==> config.mk <==
export PLATFORM = sky130hd
export DESIGN_NAME = tm1638_responder
export DESIGN_NICKNAME = d
export VERILOG_FILES = /design/src/rtl/tm1638_pkg.sv /design/src/rtl/tm1638_sync_edge.sv /design/src/rtl/tm1638_responder.sv
export SDC_FILE = /design/constraint.sdc
export NUM_CORES = 1
export LEC_CHECK = 0
export CORE_AREA = 2 2 131 133
export DETAILED_ROUTE_END_ITERATION = 16
export DIE_AREA = 0 0 133 135
export HOLD_SLACK_MARGIN = 0.08
export MAX_ROUTING_LAYER = met4
export PLACE_DENSITY = 0.83
export SLEW_MARGIN = 20
export SYNTH_ARGS = -nofsm -noshare
export SYNTH_HDL_FRONTEND = slang
export SYNTH_SLANG_ARGS = --single-unit
==> constraint.sdc <==
create_clock -name clk -period 2.8 [get_ports clk]
set_input_delay 0.28 -clock clk [delete_from_list [all_inputs] [get_ports clk]]
set_output_delay 0.28 -clock clk [all_outputs]
set_load 0.02 [all_outputs]
==> src/rtl/tm1638_pkg.sv <==
// tm1638_pkg: TM1638 command prefixes, mode bit positions, responder FSM states and segment codes
package tm1638_pkg;
    localparam logic [7:0] C_WRITE = 8'h40;
    localparam logic [7:0] C_READ  = 8'h42;
    localparam logic [7:0] C_ADDR  = 8'hC0;
    localparam logic [7:0] C_DISP  = 8'h80;
    localparam int B_READ  = 1;
    localparam int B_FIXED = 2;
    localparam int B_DISP  = 3;
    typedef enum logic [2:0] {IDLE, CMD, WDATA, RDATA, HOLD} state_t;
    localparam logic [7:0] S_0   = 8'h3F;
    localparam logic [7:0] S_1   = 8'h06;
    localparam logic [7:0] S_2   = 8'h5B;
    localparam logic [7:0] S_3   = 8'h4F;
    localparam logic [7:0] S_4   = 8'h66;
    localparam logic [7:0] S_5   = 8'h6D;
    localparam logic [7:0] S_6   = 8'h7D;
    localparam logic [7:0] S_7   = 8'h07;
    localparam logic [7:0] S_8   = 8'h7F;
    localparam logic [7:0] S_BLK = 8'h00;
endpackage

==> src/rtl/tm1638_sync_edge.sv <==
// tm1638_sync_edge: multi-flop synchronizer with 1-clk rise/fall strobes on the synchronized level
module tm1638_sync_edge #(
    parameter int SYNC_STAGES = 2
) (
    input  logic clk,
    input  logic rst_n,
    input  logic d,
    output logic q,
    output logic rise,
    output logic fall
);
    logic [SYNC_STAGES-1:0] sr;
    logic prev;
    always_ff @(posedge clk) begin
        if (!rst_n) begin
            sr   <= '1;
            prev <= 1'b1;
        end else begin
            sr   <= {sr[SYNC_STAGES-2:0], d};
            prev <= sr[SYNC_STAGES-1];
        end
    end
    assign q    = sr[SYNC_STAGES-1];
    assign rise = q & ~prev;
    assign fall = ~q & prev;
endmodule

==> src/rtl/tm1638_responder.sv <==
// tm1638_responder: TM1638 device emulator (display RAM, display control, key-scan readback).
// Define TM1638_RESP_ERR_EN to build the saturating protocol error counter.
module tm1638_responder
    import tm1638_pkg::*;
#(
    parameter int SYNC_STAGES = 2,
    parameter int KEY_BYTES   = 4
) (
    input  logic                   clk,
    input  logic                   rst_n,
    input  logic                   tm_cs,
    input  logic                   tm_clk,
    input  logic                   tm_dio_in,
    output logic                   tm_dio_out,
    output logic                   tm_dio_oe,
    input  logic [8*KEY_BYTES-1:0] keys,
    input  logic [3:0]             ram_raddr,
    output logic [7:0]             ram_rdata,
    output logic                   display_on,
    output logic [2:0]             brightness,
    output logic                   wr_done,
    output logic [7:0]             err_cnt
);
    logic cs_s, cs_rise, cs_fall, clk_s, clk_rise, clk_fall, dio_s;
    logic [SYNC_STAGES-1:0] dio_sr;
    state_t state;
    logic [2:0] bit_cnt;
    logic [7:0] shreg;
    logic byte_rdy, fixed_addr, wrote;
    logic [3:0] addr;
    logic [7:0] ram [16];
    logic [8*KEY_BYTES-1:0] snap;

    tm1638_sync_edge #(.SYNC_STAGES(SYNC_STAGES)) u_cs (
        .clk(clk), .rst_n(rst_n), .d(tm_cs), .q(cs_s), .rise(cs_rise), .fall(cs_fall)
    );
    tm1638_sync_edge #(.SYNC_STAGES(SYNC_STAGES)) u_clk (
        .clk(clk), .rst_n(rst_n), .d(tm_clk), .q(clk_s), .rise(clk_rise), .fall(clk_fall)
    );

    always_ff @(posedge clk) begin
        if (!rst_n) dio_sr <= '1;
        else dio_sr <= {dio_sr[SYNC_STAGES-2:0], tm_dio_in};
    end
    assign dio_s = dio_sr[SYNC_STAGES-1];

    always_ff @(posedge clk) begin
        if (!rst_n) begin
            state      <= IDLE;
            bit_cnt    <= '0;
            shreg      <= '0;
            byte_rdy   <= 1'b0;
            fixed_addr <= 1'b0;
            addr       <= '0;
            wrote      <= 1'b0;
            snap       <= '0;
            display_on <= 1'b0;
            brightness <= '0;
            wr_done    <= 1'b0;
            tm_dio_oe  <= 1'b0;
            tm_dio_out <= 1'b1;
            ram_rdata  <= '0;
            for (int i = 0; i < 16; i++) ram[i] <= '0;
        end else begin
            byte_rdy  <= 1'b0;
            wr_done   <= 1'b0;
            ram_rdata <= ram[ram_raddr];
            if (cs_rise) begin
                state      <= IDLE;
                bit_cnt    <= '0;
                tm_dio_oe  <= 1'b0;
                tm_dio_out <= 1'b1;
                wr_done    <= wrote;
                wrote      <= 1'b0;
            end else if (cs_fall) begin
                state   <= CMD;
                bit_cnt <= '0;
                wrote   <= 1'b0;
            end else begin
                if (clk_rise && !cs_s && state != IDLE && state != RDATA) begin
                    shreg    <= {dio_s, shreg[7:1]};
                    bit_cnt  <= bit_cnt + 3'd1;
                    byte_rdy <= bit_cnt == 3'd7;
                end
                if (byte_rdy) begin
                    case (state)
                        CMD: begin
                            if (shreg[7:6] == C_WRITE[7:6]) begin
                                fixed_addr <= shreg[B_FIXED];
                                if (shreg[B_READ]) begin
                                    state     <= RDATA;
                                    snap      <= keys;
                                    tm_dio_oe <= 1'b1;
                                end else state <= HOLD;
                            end else if (shreg[7:6] == C_ADDR[7:6]) begin
                                addr  <= shreg[3:0];
                                state <= WDATA;
                            end else if (shreg[7:6] == C_DISP[7:6]) begin
                                display_on <= shreg[B_DISP];
                                brightness <= shreg[2:0];
                                state      <= HOLD;
                            end else state <= HOLD;
                        end
                        WDATA: begin
                            ram[addr] <= shreg;
                            addr      <= fixed_addr ? addr : addr + 4'd1;
                            wrote     <= 1'b1;
                        end
                        default: ;
                    endcase
                end
                // Zeros shift in behind the snapshot, so DIO idles low once all key bits are out
                if (state == RDATA && clk_fall) begin
                    tm_dio_out <= snap[0];
                    snap       <= snap >> 1;
                end
            end
        end
    end

`ifdef TM1638_RESP_ERR_EN
    logic err_ev;
    assign err_ev = cs_rise ? bit_cnt != 3'd0
                  : byte_rdy && (state == HOLD || (state == CMD && shreg[7:6] == 2'b00));
    always_ff @(posedge clk) begin
        if (!rst_n) err_cnt <= '0;
        else if (err_ev && err_cnt != 8'hFF) err_cnt <= err_cnt + 8'd1;
    end
`else
    assign err_cnt = '0;
`endif
endmodule

Yosys cells after proc, flatten, opt, wreduce, memory -nomap -nowiden
Memories as Yosys holds them, arrays and structs flattened. A register that Yosys moved wholly into a read port is not among the register bits.
Cells that the tools add are included.
{"block": "word_totals", "ff_bits": 68, "mem_bits_rw": 128, "output_inout_bits": 23, "word_cells": 101, "mem_count": 1}
{"block": "classes", "n_addsub": 2, "n_eq_ne": 11, "muxes": 25, "bitwise_logic": 14, "reduce_logical": 29}
{"memory": "ram", "words": 16, "width": 8, "rd": 1, "rd_ports_with_merged_regs": 1, "write_ports": 16, "line_no": "tm1638_responder.sv:31", "source": "logic [7:0] ram [16];"}
{"operator": "two-way mux 32 bit", "count": 5}
{"operator": "two-way mux 4 bit", "count": 4}
{"operator": "AND reduction 7 bit", "count": 2}
{"operator": "nonzero test 2 bit", "count": 7}
{"operator": "two-way mux 1 bit", "count": 11}
{"operator": "NOT 1 bit", "count": 10}
{"operator": "AND reduction 2 bit", "count": 5}
{"operator": "AND reduction 5 bit", "count": 2}
{"operator": "two-way mux 3 bit", "count": 3}
{"operator": "two-way mux 8 bit", "count": 1}
{"operator": "case mux 4 bit (2 select lines)", "count": 1}
{"operator": "OR reduction 8 bit", "count": 1}
{"operator": "== test 3 x 2 -> 1 bit, second input constant", "count": 2}
{"operator": "!= test 2 bit, second input constant", "count": 3}
{"operator": "AND reduction 6 bit", "count": 1}
{"operator": "adder 4 x 1 -> 4 bit, second input constant", "count": 1}
{"operator": "AND 1 bit", "count": 4}
{"operator": "== test 2 bit, second input constant", "count": 2}
{"operator": "logical AND 1 bit", "count": 4}
{"operator": "OR reduction 4 bit", "count": 1}
{"operator": "adder 3 x 1 -> 3 bit, second input constant", "count": 1}
{"operator": "== test 3 x 1 -> 1 bit, second input constant", "count": 1}
{"operator": "== test 3 bit, second input constant", "count": 1}
{"operator": "!= test 3 x 2 -> 1 bit, second input constant", "count": 1}
{"operator": "6 further kinds", "count": 7}

Longest topological paths before layout
{"block": "depth", "word_depth": 9, "depth_mapped": 8}

By module
A second synthesis with hierarchy kept.
{"block": "unflattened", "cells_unflattened": 786, "hier_area_um2": 9310.2}
{"module": "tm1638_responder", "instances": 1, "cells_per_inst": 770, "area_per_inst_um2": 9127.5, "seq_area_each_um2": 5245.0}
{"module": "tm1638_sync_edge", "instances": 2, "cells_per_inst": 8, "area_per_inst_um2": 91.3, "seq_area_each_um2": 60.1}

Least setup slack after synthesis
Ideal clock, no wire load.
{"block": "synth_timing", "kind": "reg-to-reg", "start": "reg u_cs.sr[1]", "end": "mem ram[12][0] (enable)", "arrival_time_ns": 1.698, "slack_ns": 0.718, "stages_incl_launch_ff": 6, "n_path_buf": 0, "path_cell_list": "dfxtp_1 > inv_1 > ha_1 > nor3b_2 > nand3_1 > o21ai_0"}
{"element": "from (decl)", "line_no": "tm1638_sync_edge.sv:12", "source": "logic [SYNC_STAGES-1:0] sr;"}
{"element": "from (signal assigned)", "line_no": "tm1638_sync_edge.sv:19", "source": "sr <= {sr[SYNC_STAGES-2:0], d};"}
{"element": "to (decl)", "line_no": "tm1638_responder.sv:31"}

==> results by group <==
Worst hold path
  • Worst hold path class: input port to flop
  • Startpoint of the most critical hold path: rst_n

Critical path
  • Crit Path Max Fanout: 11
  • Ordered list of cells on the worst path: inv_1 > ha_1 > nor3b_2 > and2_4 > and4_1 > nand2b_1
  • Launch point of the worst reg-to-reg path: u_cs.sr[1]
  • Nature of the critical path endpoint: flop
  • Crit path max-delay cell type: sky130_fd_sc_hd__nor3b_2
  • Arrival time reported for the critical path endpoint: 2.56 ns
  • Setup Crit Path Kind: flop to flop
  • Data required time of the worst path: 2.96 ns
  • Worst setup SP type: flop
  • Worst path max stage delay: 0.38 ns
  • Count of buffering cells on the critical path with inverters included: 1
  • CP top delay family: simple AND/OR/NAND/NOR gates
  • Critical Path Source: u_cs.sr[1]

Clocking
  • Max Buffers Root-to-Sink: 3
  • # resized after CTS: 0
  • CTS hold repair buffers: 0
  • Clock transition at path regs: 0.06 ns
  • Setup fix buffers added after clock tree synthesis: 0
  • CTS Buf Count: 21
  • Clock tree sinks: 204
  • Clock tree root driver cell: sky130_fd_sc_hd__clkbuf_16
  • Skew-Pair Late Insertion Delay: 0.50 ns
  • H-Tree Depth: 1
  • Clock tree from TritonCTS: built

Routing
  • Drc violations: 0
  • Iteration-0 DRC count of the detailed router: 458
  • Via-to-Cell Ratio: 5.761
  • Number of vias in the routed layout: 6,020
  • DRT antenna net count: 0
  • DR WL/cell: 19.49 µm
  • Initial DRT Pass Iterations: 5
  • Routed Wire Length: 20,370 µm

Synth
  • EDFF count, synth: 128
  • Cells after synthesis: 779
  • Synthesized area: 9524 µm²
  • Most instantiated flip-flop cell in the synthesis netlist: sky130_fd_sc_hd__edfxtp_1
  • Area share of the largest cell type after synthesis: 0.4036
  • Cell variety after synth: 53
  • Biggest area consumer among synthesized cells: sky130_fd_sc_hd__edfxtp_1
  • Share of synthesized flip-flops with an asynchronous set or reset: 0
  • Top post-synthesis cells by area: sky130_fd_sc_hd__edfxtp_1 (40%), sky130_fd_sc_hd__dfxtp_1 (16%), sky130_fd_sc_hd__mux2i_1 (9.7%)
  • Count of warnings emitted by yosys: 0
  • FF+latch count, synth: 204
  • Sequential area share after synthesis: 0.5633
  • Post-synthesis area per instance: 12.23 µm²

Finish
  • FF/Latch Area: 5365 µm²
  • Finished layout cell area: 10,630 µm²
  • Number of nets in the finished design: 858
  • Area taken by multi-input logic gates: 3685 µm²
  • Share of final-layout standard cells stronger than drive strength 1: 0.08495
  • Fin cells: 1,045
  • Count of filler cells inserted in the layout: 1,189
  • Post-synthesis to final-layout area growth: 11.60%

Place
  • Placed cell count: 1,006
  • Global placement routability congestion: 0.8952
  • Count of buffers inserted at the top-level ports: 55
  • Post-placement setup slack: 0.4004 ns
  • Instance area after placement: 10,030 µm²
  • Total half-perimeter wirelength after legalization and detailed placement: 13,660 µm

Run
  • Number of maximum-capacitance constraint violations: 0

Pwr
  • Total power after layout: 6191 µW
  • Power per cell area: 582.5 nW/µm²
  • Peak VDD IR: 0.4770 mV
  • Reported leakage power: 0.004289 µW

STA
  • Setup repair after global routing missed its margin: false
  • Final WS setup: 0.3993 ns
  • Final period demand of the worst path: 2.401 ns
  • Transition at the pin with the smallest max-transition slack: 0.9436 ns
  • Post-route fraction of the period consumed by the critical path: 0.8574
  • Final Hold Fails: 0
  • Aggregate negative setup slack: 0 ns
  • Post-route clock skew: 0.009043 ns
  • Fmax achieved: 0.4165 GHz
  • Count of final max-slew check failures: 0
  • Number of setup violations in the final report: 0
  • Worst slew margin relative to its limit: 0.3686

Floorplan
  • Die outline width: 133 µm
  • Floorplan die area: 17,960 µm²
  • Row count: 47
  • Boundary pin count: 64
  • Y dimension of the die: 135 µm
  • Core Box Area: 16,410 µm²
  • Effective utilization at floorplan: 0.5805

GRT
  • Vias in the first global route: 6,133
  • Tot GR Track Use: 0.2400
  • Gr ovfl total: 0
  • Pin count of the biggest net entering global routing: 63
  • First-pass GRT wire length: 32,490 µm
  • Antenna violations before repair: 1

Status
  • Outcome: completed
path summary, 6_finish.rpt:
path / to / slack, ns / cells after the start
max reg2reg: ram[13][4] / 0.40 / 6
max: ram[13][4] / 0.40 / 6
min: byte_rdy / 0.24 / 4
min reg2reg: u_clk.sr[1] / 0.41 / 1
state kept, by name (all words and copies together) (netlist names), 2 cells and up:
name,cells
state,3
u_cs.sr,2
ram,128
u_clk.sr,2
bit_cnt,3
addr,4
dio_sr,2
snap,32
ram_rdata,8
brightness,3
shreg,8
per-stage QoR:
step,utilization,hold slack [ns]
2_1_floorplan,-,0.3815
3_3_place_gp,0.6111,0.3937
3_5_place_dp,0.6111,0.4011
4_1_cts,0.6476,0.2110
5_1_grt,0.6478,0.2328
6_report,0.6478,0.2357
logic make-up (layout without fill, tap and decap cells):
family	after synthesis	after routing	share of synthesized area
buf+inv	80	118	0.05268
fa+ha+maj	8	8	0.01051
other cells	1	9	0.0003937
mux	102	102	0.1203
compound gates	112	112	0.08080
simple gates	271	271	0.1710
xor+xnor	1	1	0.0009198
flops	204	204	0.5633
cell usage after synthesis (2+ instances only):
| master | n |
|---|---|
| sky130_fd_sc_hd__inv_1 | 7 |
| sky130_fd_sc_hd__and3_1 | 6 |
| sky130_fd_sc_hd__mux2i_1 | 92 |
| sky130_fd_sc_hd__nor2_1 | 21 |
| sky130_fd_sc_hd__or3b_1 | 2 |
| sky130_fd_sc_hd__a22oi_1 | 18 |
| sky130_fd_sc_hd__a21oi_1 | 35 |
| sky130_fd_sc_hd__nand2_1 | 34 |
| sky130_fd_sc_hd__nand3_1 | 14 |
| sky130_fd_sc_hd__o21ai_0 | 10 |
| sky130_fd_sc_hd__edfxtp_1 | 128 |
| sky130_fd_sc_hd__buf_1 | 3 |
| sky130_fd_sc_hd__a22o_1 | 2 |
| sky130_fd_sc_hd__clkbuf_1 | 25 |
| sky130_fd_sc_hd__and4_1 | 2 |
| sky130_fd_sc_hd__buf_6 | 16 |
| sky130_fd_sc_hd__o31ai_1 | 34 |
| sky130_fd_sc_hd__buf_4 | 18 |
| sky130_fd_sc_hd__and4bb_1 | 2 |
| sky130_fd_sc_hd__o21a_1 | 2 |
| sky130_fd_sc_hd__and3_4 | 6 |
| sky130_fd_sc_hd__o2111ai_1 | 2 |
| sky130_fd_sc_hd__mux4_2 | 10 |
| sky130_fd_sc_hd__nor2b_1 | 16 |
| sky130_fd_sc_hd__nand2b_1 | 27 |
| sky130_fd_sc_hd__dfxtp_1 | 76 |
| sky130_fd_sc_hd__and2_1 | 129 |
| sky130_fd_sc_hd__ha_1 | 8 |
| sky130_fd_sc_hd__buf_2 | 10 |
cells in the final DEF, fill, tap and decap left out, types with 2 or more instances in the layout:
master                            count
sky130_fd_sc_hd__o21a_1               2
sky130_fd_sc_hd__or3b_1               2
sky130_fd_sc_hd__and3_1               5
sky130_fd_sc_hd__clkdlybuf4s50_1     53
sky130_fd_sc_hd__o31ai_1             34
sky130_fd_sc_hd__inv_1                7
sky130_fd_sc_hd__clkbuf_16           21
sky130_fd_sc_hd__o2111ai_1            2
sky130_fd_sc_hd__o21ai_0             10
sky130_fd_sc_hd__mux4_2              10
sky130_fd_sc_hd__a22o_1               2
sky130_fd_sc_hd__nand2b_1            27
sky130_fd_sc_hd__nor2_1              21
sky130_fd_sc_hd__and3_4               6
sky130_fd_sc_hd__edfxtp_1           128
sky130_fd_sc_hd__ha_1                 8
sky130_fd_sc_hd__and4bb_1             2
sky130_fd_sc_hd__buf_4               18
sky130_fd_sc_hd__and2_1             129
sky130_fd_sc_hd__a22oi_1             18
sky130_fd_sc_hd__mux2i_1             92
sky130_fd_sc_hd__and4_1               2
sky130_fd_sc_hd__nand3_1             14
sky130_fd_sc_hd__conb_1               8
sky130_fd_sc_hd__clkbuf_1             6
sky130_fd_sc_hd__dfxtp_1             76
sky130_fd_sc_hd__buf_2                2
sky130_fd_sc_hd__clkinv_1             8
sky130_fd_sc_hd__a21oi_1             35
sky130_fd_sc_hd__nand2_1             34
sky130_fd_sc_hd__nor2b_1             16
cell type report:
type,count,share of cell area
sequential,204,0.5048
multi-input combinational,502,0.3467
timing repair buffer,73,0.06357
clock buffer,27,0.05156
tap,220,0.02590
clock inverter,11,0.004826
inverter,7,0.002472
antenna,1,0.0002354
power by group:
group	total (µW)	switching (µW)	internal [µW]
registers	3340	44.5	3300
logic	375	202	173
clock network	2470	1090	1380
metal layers:
metal	vias up	wire length, µm	share of wire	global-route usage
met4	0	597	0.029	0.09020
met5	-	0	0	-
li1	2830	-	-	-
met2	238	10380	0.51	0.4056
met3	47	1314	0.065	0.03866
met1	2905	8076	0.40	0.2930
worst reg2reg max path, stage by stage, from the launching register on:
cell and delay, ns:
sky130_fd_sc_hd__dfxtp_1 0.35, sky130_fd_sc_hd__inv_1 0.07, sky130_fd_sc_hd__ha_1 0.25, sky130_fd_sc_hd__nor3b_2 0.38, sky130_fd_sc_hd__and2_4 0.31, sky130_fd_sc_hd__and4_1 0.33
sky130_fd_sc_hd__nand2b_1 0.36
(Power assumes the default switching activity.)
